## src/rtl/sum_pkg.sv

```systemverilog
// sum_pkg: shared constants, types and helpers for the sum_collect slice.
//   N_DEF / CC_DEF : default result width and slices per result
//   W_DEF          : derived slice width (N_DEF / CC_DEF)
//   cnt_w()        : width of a counter that must hold 0..cc inclusive
//   state_t        : collector state, FILL (assembling) or FULL (word ready)
package sum_pkg;

  localparam int N_DEF  = 1024;
  localparam int CC_DEF = 512;
  localparam int W_DEF  = N_DEF / CC_DEF;

  // Counter must reach cc itself (not just cc-1), hence cc+1 codes.
  function automatic int cnt_w(input int cc);
    return (cc < 1) ? 1 : $clog2(cc + 1);
  endfunction

  typedef enum logic {
    FILL = 1'b0,
    FULL = 1'b1
  } state_t;

endpackage

```

## src/rtl/sum_beat_counter.sv

```systemverilog
// sum_beat_counter: 0..CC beat counter with synchronous clear and increment.
// Also used by the upstream operand serializer.
//   clk, rst  : clock, asynchronous active-high reset
//   i_clr     : synchronous clear to 0 (wins over i_inc)
//   i_inc     : count one beat; saturates at CC
//   o_count   : current count
//   o_last    : count equals CC-1, i.e. the next beat completes the word
module sum_beat_counter
  import sum_pkg::*;
#(
  parameter int CC = 4,
  parameter int CW = cnt_w(CC)
) (
  input  logic          clk,
  input  logic          rst,
  input  logic          i_clr,
  input  logic          i_inc,
  output logic [CW-1:0] o_count,
  output logic          o_last
);

  logic [CW-1:0] r_count;

  always_ff @(posedge clk or posedge rst) begin
    if (rst) begin
      r_count <= '0;
    end else if (i_clr) begin
      r_count <= '0;
    end else if (i_inc && (r_count != CW'(CC))) begin
      r_count <= r_count + CW'(1);
    end
  end

  assign o_count = r_count;
  assign o_last  = (r_count == CW'(CC - 1));

endmodule

```

## src/rtl/sum_collect.sv

```systemverilog
// sum_collect: assembles CC W-bit sum slices (LSB slice first) from the
// bit-serial adder into one N-bit word and offers it downstream.
//
// Handshakes: a transfer happens on a rising edge where valid and ready are
// both high. in_ready is high only in FILL; result_valid is high only in FULL.
// Neither ready depends combinationally on its own valid.
//
//   clk, rst     : clock, asynchronous active-high reset
//   in_valid     : c_in carries a slice
//   c_in         : W-bit sum slice
//   in_ready     : slice accepted this cycle (FILL)
//   flush        : synchronous abort, discards the word in any state
//   result       : assembled word, slice k at bits [k*W +: W]
//   result_valid : result is complete and held stable (FULL)
//   result_ready : consumer takes result this cycle
//   beat_cnt     : slices accepted into the current word (CC while FULL)
//   dbg_state    : current FSM state (state_t encoding)
module sum_collect
  import sum_pkg::*;
#(
  parameter int N  = N_DEF,
  parameter int CC = CC_DEF,
  parameter int W  = N / CC
) (
  input  logic                   clk,
  input  logic                   rst,
  input  logic                   in_valid,
  input  logic [W-1:0]           c_in,
  output logic                   in_ready,
  input  logic                   flush,
  output logic [N-1:0]           result,
  output logic                   result_valid,
  input  logic                   result_ready,
  output logic [cnt_w(CC)-1:0]   beat_cnt,
  output logic                   dbg_state
);

  localparam int CW = cnt_w(CC);

  generate
    if ((N % CC) != 0) begin : g_bad_ratio
      $error("sum_collect: N must be a multiple of CC");
    end
  endgenerate

  state_t        r_state;
  logic [N-1:0]  r_result;
  logic [CW-1:0] w_cnt;
  logic          w_last;
  logic          w_accept;
  logic          w_take;
  logic          w_clr;

  // flush overrides both a same-cycle beat and a same-cycle handoff.
  assign w_accept = in_valid && (r_state == FILL) && !flush;
  assign w_take   = result_ready && (r_state == FULL) && !flush;
  assign w_clr    = flush || w_take;

  sum_beat_counter #(.CC(CC), .CW(CW)) u_cnt (
    .clk     (clk),
    .rst     (rst),
    .i_clr   (w_clr),
    .i_inc   (w_accept),
    .o_count (w_cnt),
    .o_last  (w_last)
  );

  always_ff @(posedge clk or posedge rst) begin
    if (rst) begin
      r_state <= FILL;
    end else if (flush) begin
      r_state <= FILL;
    end else if (w_accept && w_last) begin
      r_state <= FULL;
    end else if (w_take) begin
      r_state <= FILL;
    end
  end

  // Slice position is decoded from the beat count; clearing on handoff keeps
  // unwritten positions at 0 while the next word fills.
  always_ff @(posedge clk or posedge rst) begin
    if (rst) begin
      r_result <= '0;
    end else if (w_clr) begin
      r_result <= '0;
    end else if (w_accept) begin
      for (int k = 0; k < CC; k++) begin
        if (w_cnt == CW'(k)) begin
          r_result[k*W +: W] <= c_in;
        end
      end
    end
  end

  assign in_ready     = (r_state == FILL);
  assign result_valid = (r_state == FULL);
  assign result       = r_result;
  assign beat_cnt     = w_cnt;
  assign dbg_state    = r_state;

endmodule

```

## config.mk

```make
export PLATFORM = sky130hd
export DESIGN_NAME = sum_collect
export DESIGN_NICKNAME = d
export VERILOG_FILES = /design/src/rtl/sum_pkg.sv /design/src/rtl/sum_beat_counter.sv /design/src/rtl/sum_collect.sv
export SDC_FILE = /design/constraint.sdc
export NUM_CORES = 2
export LEC_CHECK = 0
export BUFFER_PORTS_ARGS = -buffer_cell sky130_fd_sc_hd__buf_2
export CELL_PAD_IN_SITES_DETAIL_PLACEMENT = 1
export CELL_PAD_IN_SITES_GLOBAL_PLACEMENT = 1
export CORE_AREA = 4 4 404 406
export CTS_CLUSTER_SIZE = 30
export DETAILED_ROUTE_END_ITERATION = 8
export DIE_AREA = 0 0 408 410
export GPL_ROUTABILITY_DRIVEN = 0
export HOLD_SLACK_MARGIN = 0.12
export PLACE_DENSITY = 0.6
export SKIP_LAST_GASP = 1
export SLEW_MARGIN = 20
export SYNTH_ARGS = -nofsm -noshare
export SYNTH_HDL_FRONTEND = slang
export SYNTH_HIERARCHICAL = 1
export SYNTH_SLANG_ARGS = --single-unit
```

## constraint.sdc

```tcl
create_clock -name clk -period 31.5 [get_ports clk]
set_input_delay 4.725 -clock clk [delete_from_list [all_inputs] [get_ports clk]]
set_output_delay 4.725 -clock clk [all_outputs]
set_load 0.01 [all_outputs]
```

# == After elaboration in Yosys (flattened, before gate mapping) ==
# Index checks and enable logic that the tools add are counted.
# classes
add_sub_neg,1
eq_ne,512
mux,519
bitwise_logic,1
reduce_logical,1036
# op_table
op,count
10-bit by 9-bit == test with 1-bit output (second input constant),256
1024-bit two-way mux,2
10-bit by 8-bit == test with 1-bit output (second input constant),128
2-bit nonzero test,514
2-bit two-way mux,512
2-bit AND reduction,512
10-bit by 7-bit == test with 1-bit output (second input constant),64
10-bit by 6-bit == test with 1-bit output (second input constant),32
10-bit by 5-bit == test with 1-bit output (second input constant),16
10-bit by 4-bit == test with 1-bit output (second input constant),8
10-bit by 3-bit == test with 1-bit output (second input constant),4
10-bit by 2-bit == test with 1-bit output (second input constant),2
10-bit two-way mux,2
10-bit by 1-bit adder with 10-bit output (second input constant),1
10-bit by 1-bit == test with 1-bit output (second input constant),1
10-bit zero test,1
10-bit != test (second input constant),1
1-bit logical AND,6
1-bit two-way mux,3
3-bit nonzero test,1
1-bit zero test,1
1-bit logical OR,1
1-bit NOT,1
# totals
ff_bits,1035
wordCells,2583

# == Logic depth before layout (Yosys ltp) ==
# logic_depth
depth_word,6
depth_mapped,9
depth_no_buf,5

# == Cells and area by module ==
# Netlist, hierarchy kept.
# modules_own_cells
module,n_inst,cells_per_inst,area_per_inst_um2,seq_area_each_um2
sum_collect,1,4134,49613.8,25649.6
sum_beat_counter,1,68,636.9,250.2

# == Worst setup path before layout ==
# OpenSTA, ideal clock, no wires.
# synth_timing
path_type,input to register
startpoint,input port result_ready
endpoint,"register u_cnt.r_count[1], in the netlist u_cnt/o_count[1]"
arrival_time_ns,6.230
required_ns,31.371
path_slack_ns,25.141
cell_stages,9
path_buffers,4
cell_sequence,a21oi_1 -> buf_2 -> clkbuf_1 -> clkbuf_1 -> inv_1 -> clkbuf_1 -> nand3b_1 -> nor2_1 -> a2111o_1
# synth_between
elab_chain_len,4
elab_cells_between_ends,5
classes_between,mux: 1; reduce/logical: 4
# synth_rtl
item,line_no,rtl
from (decl),sum_collect.sv:33,"input logic result_ready,"
1-bit logical AND (*) (2 in series),sum_collect.sv:56,assign w_take = result_ready && (r_state == FULL) && !flush;
1-bit logical OR (*),sum_collect.sv:57,assign w_clr = flush || w_take;
via w_clr,sum_collect.sv:52,logic w_clr;
10-bit two-way mux or 2-bit nonzero test (tied branches),--,
to (signal assigned),sum_beat_counter.sv:30,r_count <= r_count + CW'(1);
to (decl),sum_beat_counter.sv:22,logic [CW-1:0] r_count;
# The timed path passes the listed nets; every way through them passes the cells marked *.
# A chain may end at the register's enable or synchronous reset.

# == Final worst setup path ==
# layout_timing
startpoint,input port in_valid
endpoint,"register r_result[69], in the netlist result[69]"
# layout_between
elab_chain_len,4
# layout_rtl
item,line_no,rtl
from (decl),sum_collect.sv:27,"input logic in_valid,"
1-bit logical AND (2 in series),sum_collect.sv:55,assign w_accept = in_valid && (r_state == FILL) && !flush;
2-bit nonzero test (no source line),--,
2-bit AND reduction (no source line),--,
"to (signal, indexed assignment)",sum_collect.sv:90,r_result[k*W +: W] <= c_in;
to (decl),sum_collect.sv:47,logic [N-1:0] r_result;
# Every way passes these cells.

==> impl_metrics.csv <==
group,metric,value,unit
run_status,outcome,"completed",
clock_network,postCtsSetupBuffers,0,
critical_path,endpoint,"result[69]$_DFFE_PP0P_",
sta,fin_tns_setup,0,ns
cells_and_area,layout.nets,5008,
sta,finalHoldViolCount,0,
sta,relSlewSlack,16.3,%
global_route,grtUsageTotal,24.2,%
synthesis,synth_nets,4211,
power_and_ir_drop,leakage,0.0306,µW
cells_and_area,fill_cells,17500,
placed_design,dp_hpwl,140,mm
min_path,holdCritPathClass,"reg -> reg",
clock_network,clk_latency,0.77,ns
synthesis,yosys_warnings,6,
synthesis,synth-edff-count,0,
min_path,hp-start,"result[280]$_DFFE_PP0P_",
synthesis,synth_area_per_cell,12.0,µm²
critical_path,worst-setup-path-type,"in -> reg",
routing,wl_per_cell,29.1,µm
synthesis,netlist_instances,4202,
routing,postRouteAntennaNets,0,
critical_path,crit_required,32.02,ns
die,ios,1044,
routing,route.detailed.drc,0,
die,initial_core_util,31.4,%
run,cap_violations,0,
global_route,grt_max_degree,192,
sta,setup_violations,0,
placed_design,dp.cells,6964,
power_and_ir_drop,power_density,46.7,nW/µm²
power_and_ir_drop,vdd_ir_drop_max,0.0528,mV
critical_path,rr_endpoint,"result[69]$_DFFE_PP0P_",
sta,worst_pin_slew,1.26,ns
clock_network,path_clk_slew,0.06,ns
critical_path,worstRegToRegCells,8,
critical_path,worstSetupStartpointType,"input port",
cells_and_area,syn_to_final_growth,22.0,%
cells_and_area,regArea,25900,µm²
cells_and_area,layout.cells.non_filler,7189,
routing,drt_pass1_iterations,5,
routing,wirelength,209,mm
clock_network,numCtsBuffers,118,
routing,drt_iter0_drc,2710,
synthesis,synthTopCellsByArea,"dfrtp_1, mux2i_1, nor4_4, nand2_1, nand4_1",
routing,via_count,37600,
cells_and_area,multi_input_area,22600,µm²
sta,slew_violations,0,
clock_network,holdBufCountCts,0,
critical_path,cp_max_fo,74,
synthesis,netlist.area_leader.share,51.5,%
synthesis,ys_async_sr_fraction,100,%
clock_network,cts.path.max_buffers,3,
global_route,grt_pass1_wl,302,mm
sta,fin_crit_sh,30.5,%
sta,finClkSkew,0.0466,ns
global_route,antenna_found_initial,4,
sta,max_freq,0.104,GHz
synthesis,ys.flop_type,"dfrtp_1",
placed_design,io_buffers,1043,
global_route,gr-total-overflow,0,
die,rows,147,
clock_network,cts_resized,0,
global_route,grt_pass1_vias,39600,
synthesis,ys_ff_latch,1035,
clock_network,cts_tree,"built",
synthesis,ys_seq_area_share,51.5,%
critical_path,crit_arrival,10.14,ns
routing,viasPerCell,5.23,
sta,rsz0062_at_grt,"false",
clock_network,htree_levels,3,
die,die_h,410,µm
synthesis,yosysUniqueCellTypes,46,
critical_path,reg2reg_slack,25.42,ns
critical_path,r2r_start,"u_cnt/o_count[9]$_DFFE_PP0P_",
cells_and_area,layout-drive-gt1-share,32.8,%
die,core_area,160000,µm²
critical_path,end_kind,"flop",
clock_network,cts_sinks,1035,
die,dieWidth,408,µm
synthesis,synth_top_area_cell,"dfrtp_1",
synthesis,syn-cell-area,50300,µm²
critical_path,startpoint,"in_valid",
die,die_area,167000,µm²
clock_network,clock-root-buffer,"clkbuf_16",
sta,period_needed,9.61,ns
## sequential cells by signal, summed over array words and instances, names as in the netlist
register	flops
result	1024
dbg_state	1
u_cnt/o_count	10
## per-stage QoR
stage | instance area, µm² | total power (µW) | hold WS, ns | setup slack [ns] | utilization (%)
2_1_floorplan | 50300 | 1450 | 0.554 | 12.65 | -
3_3_place_gp | 57300 | 1480 | 0.507 | 21.22 | 35.9
3_5_place_dp | 57300 | 1480 | 0.512 | 21.22 | 35.9
4_1_cts | 61300 | 2900 | 0.524 | 22.02 | 38.3
5_1_grt | 61300 | 2960 | 0.538 | 21.79 | 38.3
6_report | 61300 | 2860 | 0.520 | 21.89 | 38.3
## worst max-delay path: stages
cell,delay (ns)
buf_2,0.12
or4b_4,0.66
buf_4,0.60
buf_4,0.90
buf_12,0.64
buf_4,0.90
buf_4,0.91
nor4_4,0.12
mux2i_1,0.17
## worst min path at each step
stage               cells after the start                 endpoint
floorplan                               2    result[0]$_DFFE_PP0P_
global placement                        2  result[162]$_DFFE_PP0P_
detailed placement                      2  result[174]$_DFFE_PP0P_
CTS                                     2  result[475]$_DFFE_PP0P_
global route                            2  result[373]$_DFFE_PP0P_
finish                                  2  result[280]$_DFFE_PP0P_
## synth_stat cells, types with 2 or more instances
cell	instances
nand4_2	3
nor4_4	240
nand2_1	1029
nor2b_1	3
o21ai_0	3
buf_6	22
buf_4	39
dfrtp_1	1035
clkbuf_2	5
and4_1	4
or4_4	13
or4_1	3
nand4b_2	8
nor2_1	5
nand4bb_1	12
clkbuf_1	322
or3_1	5
buf_1	13
mux2i_1	1024
or4b_1	9
ha_1	2
nand4_1	258
inv_1	8
and4b_1	8
nand3_1	3
nor4_2	6
xor2_1	2
buf_2	75
nor4b_2	8
nor4bb_1	12
a21oi_1	8
## placed cells by master, fill, tap and decap left out, types with 5 or more instances in the layout
cell,netlist,routed
mux2i_1,1024,1024
or3_1,5,5
clkbuf_1,322,28
inv_1,8,7
a21oi_1,8,7
or4_4,13,13
clkinv_2,0,23
clkinv_4,0,5
nand2_1,1029,1027
or4b_4,0,5
nor4b_4,0,8
nor2_1,5,5
clkbuf_8,0,36
dfrtp_2,0,8
clkbuf_16,0,118
nand4bb_2,0,6
buf_2,75,1043
nand4_1,258,258
buf_12,0,9
nor4bb_4,0,11
dfrtp_1,1035,1026
nor4_4,240,242
buf_4,39,99
and4b_1,8,8
nand4bb_4,0,6
## where the power goes
| group | leakage [µW] | internal (µW) | switching [µW] | total (µW) |
|---|---|---|---|---|
| sequential | 0.0145 | 1330 | 0.538 | 1330 |
| clock | 0.00195 | 796 | 610 | 1410 |
| combinational | 0.0142 | 15.0 | 112 | 127 |
| total | 0.0306 | 2140 | 722 | 2860 |
## layout make-up
type                            count  area share [%]
Sequential cell                  1035            42.3
Timing Repair Buffer             1153            10.1
Multi-Input combinational cell   2683            36.9
Tap cell                         2086            4.26
Clock inverter                     40           0.663
Inverter                            8          0.0551
Clock buffer                      182            5.80
Antenna cell                        2         0.00817
## metal layers
metal / vias to the layer above / wire [µm] / part of all wire (%) / track usage, %
li1: 16300 / - / - / -
met1: 20000 / 89200 / 43 / 31.4
met2: 1040 / 99100 / 47 / 39.3
met3: 272 / 11800 / 5.6 / 5.36
met4: 0 / 9210 / 4.4 / 9.85
met5: - / 0 / 0 / 0
## logic make-up (layout without fill, tap and decap cells)
group | count (synthesis) | after routing | synth area share (%)
simple gates | 1637 | 1637 | 23.3
flops | 1035 | 1035 | 51.5
mux | 1024 | 1024 | 20.4
buf+inv | 484 | 1383 | 4.43
compound gates | 18 | 18 | 0.222
fa+ha+maj | 2 | 2 | 0.0498
xor+xnor | 2 | 2 | 0.0349
other cells | 0 | 2 | 0
No activity file was read; power rests on OpenSTA's default activity.
